[src/rtl/imm_gen_pipe.sv]
// rtl/imm_gen_pipe.sv - registered immediate generator with 2-entry skid buffer
module imm_gen_pipe #(
    parameter int WIDTH    = 32,
    parameter int PC_WIDTH = 32
) (
    input  logic                clk,
    input  logic                rst_n,
    input  logic                flush,
    input  logic                in_valid,
    output logic                in_ready,
    input  logic [31:0]         in_ir,
    input  logic [PC_WIDTH-1:0] in_pc,
    output logic                out_valid,
    input  logic                out_ready,
    output logic [WIDTH-1:0]    out_imm,
    output logic [2:0]          out_fmt,
    output logic                out_illegal,
    output logic [31:0]         out_ir,
    output logic [PC_WIDTH-1:0] out_pc
);

    localparam logic [2:0] FMT_NONE = 3'd0;
    localparam logic [2:0] FMT_I    = 3'd1;
    localparam logic [2:0] FMT_S    = 3'd2;
    localparam logic [2:0] FMT_B    = 3'd3;
    localparam logic [2:0] FMT_U    = 3'd4;
    localparam logic [2:0] FMT_J    = 3'd5;
    localparam logic [2:0] FMT_Z    = 3'd6;

    localparam int EW = WIDTH + 3 + 1 + 32 + PC_WIDTH;

    typedef enum logic [1:0] {
        EMPTY = 2'd0,
        ONE   = 2'd1,
        FULL  = 2'd2
    } state_t;

    state_t          state_q, state_d;
    logic [EW-1:0]   head_q, head_d;
    logic [EW-1:0]   tail_q, tail_d;

    logic [2:0]       dec_fmt;
    logic             dec_illegal;
    logic [31:0]      imm32;
    logic [WIDTH-1:0] imm_ext;
    logic [EW-1:0]    in_entry;
    logic             push;
    logic             pop;

    always_comb begin
        dec_fmt     = FMT_NONE;
        dec_illegal = 1'b0;
        unique case (in_ir[6:0])
            7'b0010011, 7'b0000011, 7'b1100111: dec_fmt = FMT_I;
            7'b0100011:                         dec_fmt = FMT_S;
            7'b1100011:                         dec_fmt = FMT_B;
            7'b0110111, 7'b0010111:             dec_fmt = FMT_U;
            7'b1101111:                         dec_fmt = FMT_J;
            7'b1110011:                         dec_fmt = in_ir[14] ? FMT_Z : FMT_I;
            default:                            dec_illegal = 1'b1;
        endcase
    end

    // Z leaves bit 31 clear, so one sign-extension of imm32 covers every format.
    always_comb begin
        imm32 = 32'd0;
        case (dec_fmt)
            FMT_I:   imm32 = {{20{in_ir[31]}}, in_ir[31:20]};
            FMT_S:   imm32 = {{20{in_ir[31]}}, in_ir[31:25], in_ir[11:7]};
            FMT_B:   imm32 = {{19{in_ir[31]}}, in_ir[31], in_ir[7], in_ir[30:25],
                              in_ir[11:8], 1'b0};
            FMT_U:   imm32 = {in_ir[31:12], 12'd0};
            FMT_J:   imm32 = {{11{in_ir[31]}}, in_ir[31], in_ir[19:12], in_ir[20],
                              in_ir[30:21], 1'b0};
            FMT_Z:   imm32 = {27'd0, in_ir[19:15]};
            default: imm32 = 32'd0;
        endcase
        imm_ext        = {WIDTH{imm32[31]}};
        imm_ext[31:0]  = imm32;
    end

    assign in_entry = {imm_ext, dec_fmt, dec_illegal, in_ir, in_pc};

    assign in_ready  = (state_q != FULL);
    assign out_valid = (state_q != EMPTY);
    assign push      = in_valid & in_ready;
    assign pop       = out_valid & out_ready;

    assign {out_imm, out_fmt, out_illegal, out_ir, out_pc} = head_q;

    always_comb begin
        state_d = state_q;
        head_d  = head_q;
        tail_d  = tail_q;
        if (flush) begin
            state_d = EMPTY;
        end else begin
            case (state_q)
                EMPTY: begin
                    if (push) begin
                        head_d  = in_entry;
                        state_d = ONE;
                    end
                end
                ONE: begin
                    if (push && pop) begin
                        head_d = in_entry;
                    end else if (push) begin
                        tail_d  = in_entry;
                        state_d = FULL;
                    end else if (pop) begin
                        state_d = EMPTY;
                    end
                end
                FULL: begin
                    if (pop) begin
                        head_d  = tail_q;
                        state_d = ONE;
                    end
                end
                default: state_d = EMPTY;
            endcase
        end
    end

    always_ff @(posedge clk or negedge rst_n) begin
        if (!rst_n) begin
            state_q <= EMPTY;
            head_q  <= '0;
            tail_q  <= '0;
        end else begin
            state_q <= state_d;
            head_q  <= head_d;
            tail_q  <= tail_d;
        end
    end

endmodule

[config.mk]
export PLATFORM = sky130hd
export DESIGN_NAME = imm_gen_pipe
export DESIGN_NICKNAME = d
export VERILOG_FILES = /design/src/rtl/imm_gen_pipe.sv
export SDC_FILE = /design/constraint.sdc
export NUM_CORES = 1
export LEC_CHECK = 0
export CORE_ASPECT_RATIO = 0.75
export CORE_MARGIN = 3
export CORE_UTILIZATION = 57
export DETAILED_ROUTE_END_ITERATION = 10
export PLACE_DENSITY = 0.91
export RECOVER_POWER = 50
export SLEW_MARGIN = 10
export SYNTH_ARGS = -nofsm -noshare
export SYNTH_HDL_FRONTEND = slang
export SYNTH_SLANG_ARGS = --single-unit
[constraint.sdc]
create_clock -name clk -period 5.2 [get_ports clk]
set_input_delay 1.3 -clock clk [delete_from_list [all_inputs] [get_ports clk]]
set_output_delay 1.3 -clock clk [all_outputs]
set_load 0.05 [all_outputs]
==> results by group <==
Outcome
  • Status: finished, violations left
  • Failing checks: capacitance limit, slew limit

Critical path
  • Slowest cell on the critical path: clkbuf_2
  • CP Max Fanout: 132
  • Delay-heaviest family, CP: buffers and inverters
  • CP Data Arrival Time: 3.61 ns
  • Critical path origin: rst_n
  • CP Class: primary input to async pin
  • Critical path, cell by cell: clkbuf_2
  • R2r startpoint: state_q[1]$_DFFE_PN0P_
  • Largest stage delay on the critical path: between 2 and 2.5 ns
  • CP startpoint kind: primary input
  • Required @ worst endpoint: 5.07 ns
  • Worst path bufs/invs: 1
  • Crit. End Element: async pin

Placement
  • DP Cell Count: ~1300
  • HPWL Detailed: 16200 µm
  • RD Place Congestion: 0.852
  • Post-place setup slack: 1.26 ns
  • Port Buffers: 170

Routing
  • Final ANT Viol Nets: 0
  • DR WL/cell: roughly 19 µm
  • DR iter-0 viols: ~940
  • Avg Vias per Cell: 6.10
  • Residual DRC: 0
  • Final wirelength: roughly 26000 µm
  • Total number of vias: approximately 8400
  • Drt pass-1 iters: 5

Floorplan
  • Die width: 152 µm
  • # rows: 39
  • Io pins: 171
  • Die Y: 116 µm
  • Starting Density: between 50% and 60%
  • Total core area: 15500 µm²
  • Die ar.: 17600 µm²

Synth
  • Seq/Total Area, Yosys: between 50 and 60%
  • Area contributors post-synth: dfrtp_1 (55%), nand2_1 (15%), a31oi_1 (4.9%)
  • Syn Inst Count: between 1000 and 1500
  • Post-synthesis simple-gate area fraction: 24.9%
  • Synth Area in Compound Gates: approximately 15%
  • Adder-cell area share of the yosys netlist: 0%
  • Synth Flop Type: dfrtp_1
  • Synth Net Count: 1112
  • Cell with the most instances after synthesis: nand2_1
  • Synth Warn #: 0
  • Unique masters post-synth: 53
  • Synthesis-stage register bit count: slightly above 200
  • Post-synth top area cell: dfrtp_1
  • Number of synthesized flops with an enable pin: 0
  • Syn Area/Cell: 8.78 µm²
  • Post-synth top area share: 55.2%
  • Largest family of logic cells by synthesized area: simple AND/OR/NAND/NOR gates
  • Synthesized cell area: 9150 µm²
  • Most frequent cells after synthesis: nand2_1 (357), dfrtp_1 (202), nor2_1 (101)
  • Post-synthesis mux area share: 0.725%
  • Synth Area in XOR/XNOR: 0%
  • Asr flop ratio synth: 100%

GRT
  • Vias in the first global route: roughly 8100
  • GRT met3 Usage: between 6 and 7%
  • GRT overflow: 0
  • Global-route wire length before repair: 41800 µm
  • Largest net degree at the start of global routing: around 130
  • Global Route Usage Sum: a little under 30%
  • Met1 Use GR: 41.9%
  • Met2 Use GR: 44.8%
  • Antenna violations before repair: 0
  • Gr busiest metal: met2

CTS
  • Setup bufs post-CTS: 0
  • Skew-Pair Late Insertion Delay: approximately 0.50 ns
  • Clk pin slew, worst setup/hold paths: approximately 0.06 ns
  • Root Buffer: clkbuf_16
  • Clk buf depth: 3
  • H-tree levels: 1
  • CTS sink cnt: 202
  • CTS hold repair buffers: 0
  • CTS resizes: 0
  • CTS Buf Count: 20
  • CTS tree: done

Timing
  • Least-Margin Pin Slew: 3.22 ns
  • Number of hold violations in the final report: 0
  • Final setup viols: 0
  • Slew Limit Fails: 216
  • Setup Skew: 0.0145 ns
  • Final setup TNS: 0 ns
  • Period utilisation layout: a little under three quarters
  • Final min period: about 3.7 ns
  • RSZ-0062 raised after global routing: false
  • PnR worst setup slack: 1.46 ns
  • Slew Limit Headroom: -115%
  • Hold Slack: 0.474 ns
  • Fmax achieved: 268 MHz

Min path
  • Hold crit path type: register to register
  • HP Start: tail_q[10]$_DFFE_PN0P_

Power
  • Power per cell area: a little over 400 nW/µm²
  • Overall power: 0.00474 W
  • Static Leak: between 5 and 6 nW
  • Peak supply drop: 283 µV

Final layout
  • Fin cells: between 1000 and 1500
  • Share of layout cells above drive strength 1: slightly above 5%
  • N_diodes: 0
  • Area Growth Syn to Fin: 25.8%
  • Nets: 1231

Run
  • Max-cap violations: 2
[stage by stage]
step	area, µm²	util, %
6_report	11500	74.4
5_1_grt	11500	74.4
4_1_cts	11500	74.5
3_5_place_dp	10900	70.3
3_3_place_gp	10900	70.3
2_1_floorplan	9150	-
[state kept, by name, summed over array words and instances (netlist names)]
register and cells:
head_q 100, state_q 2, tail_q 100
[power breakdown]
part           switching, W  internal (W)
clock              0.000593      0.000839
combinational      0.000842      0.000417
sequential         0.000178       0.00187
total               0.00161       0.00313
[layer usage]
layer / share of wire, % / vias up
met3: 10 / 60
met5: 0 / -
met2: 45 / 475
li1: - / 3789
met1: 42 / 4100
met4: 2.8 / 0
[cells by family after synthesis]
| kind of cell | count (synthesis) |
|---|---|
| and+or+nand+nor | 545 |
| AOI/OAI and AO/OA | 203 |
| DFF | 202 |
| buffers and inverters | 87 |
| muxes | 6 |
[path summary, 6_finish.rpt]
check	depth (start not counted)	slack [ns]	to
min in group asynchronous	1	1.89	head_q[84]$_DFFE_PN0P_
min	2	0.47	tail_q[10]$_DFFE_PN0P_
min reg2reg	2	0.47	tail_q[10]$_DFFE_PN0P_
max reg2reg	6	2.12	head_q[95]$_DFFE_PN0P_
max in group clk	5	1.54	head_q[80]$_DFFE_PN0P_
max	1	1.46	head_q[11]$_DFFE_PN0P_
[cell usage in the layout (no fill, tap or decap), drive strengths merged, types with 6 or more instances in the layout]
cell	count
nand3	23
a211oi	10
clkbuf	35
a221oi	6
clkdlybuf4s50	147
dlygate4sd3	22
o211ai	21
buf	7
nor2	101
a21oi	32
o21ai	34
nor3	14
nand2	357
a31oi	71
nand2b	6
inv	6
and3	10
dfrtp	202
[tightest hold or removal path: stages (launching register included)]
cell	delay, ns
dfrtp_1	0.34
nand2_1	0.05
nand2_1	0.05
[cell type report]
| cell class | instances | area (µm²) |
|---|---|---|
| Clock buffer | 33 | 641 |
| Clock inverter | 2 | 12.5 |
| Fill cell | 1097 | 3950 |
| Inverter | 6 | 22.5 |
| Multi-Input combinational cell | 754 | 3740 |
| Sequential cell | 202 | 5050 |
| Tap cell | 205 | 256 |
| Timing Repair Buffer | 178 | 1790 |
(Power assumes the default switching activity.)
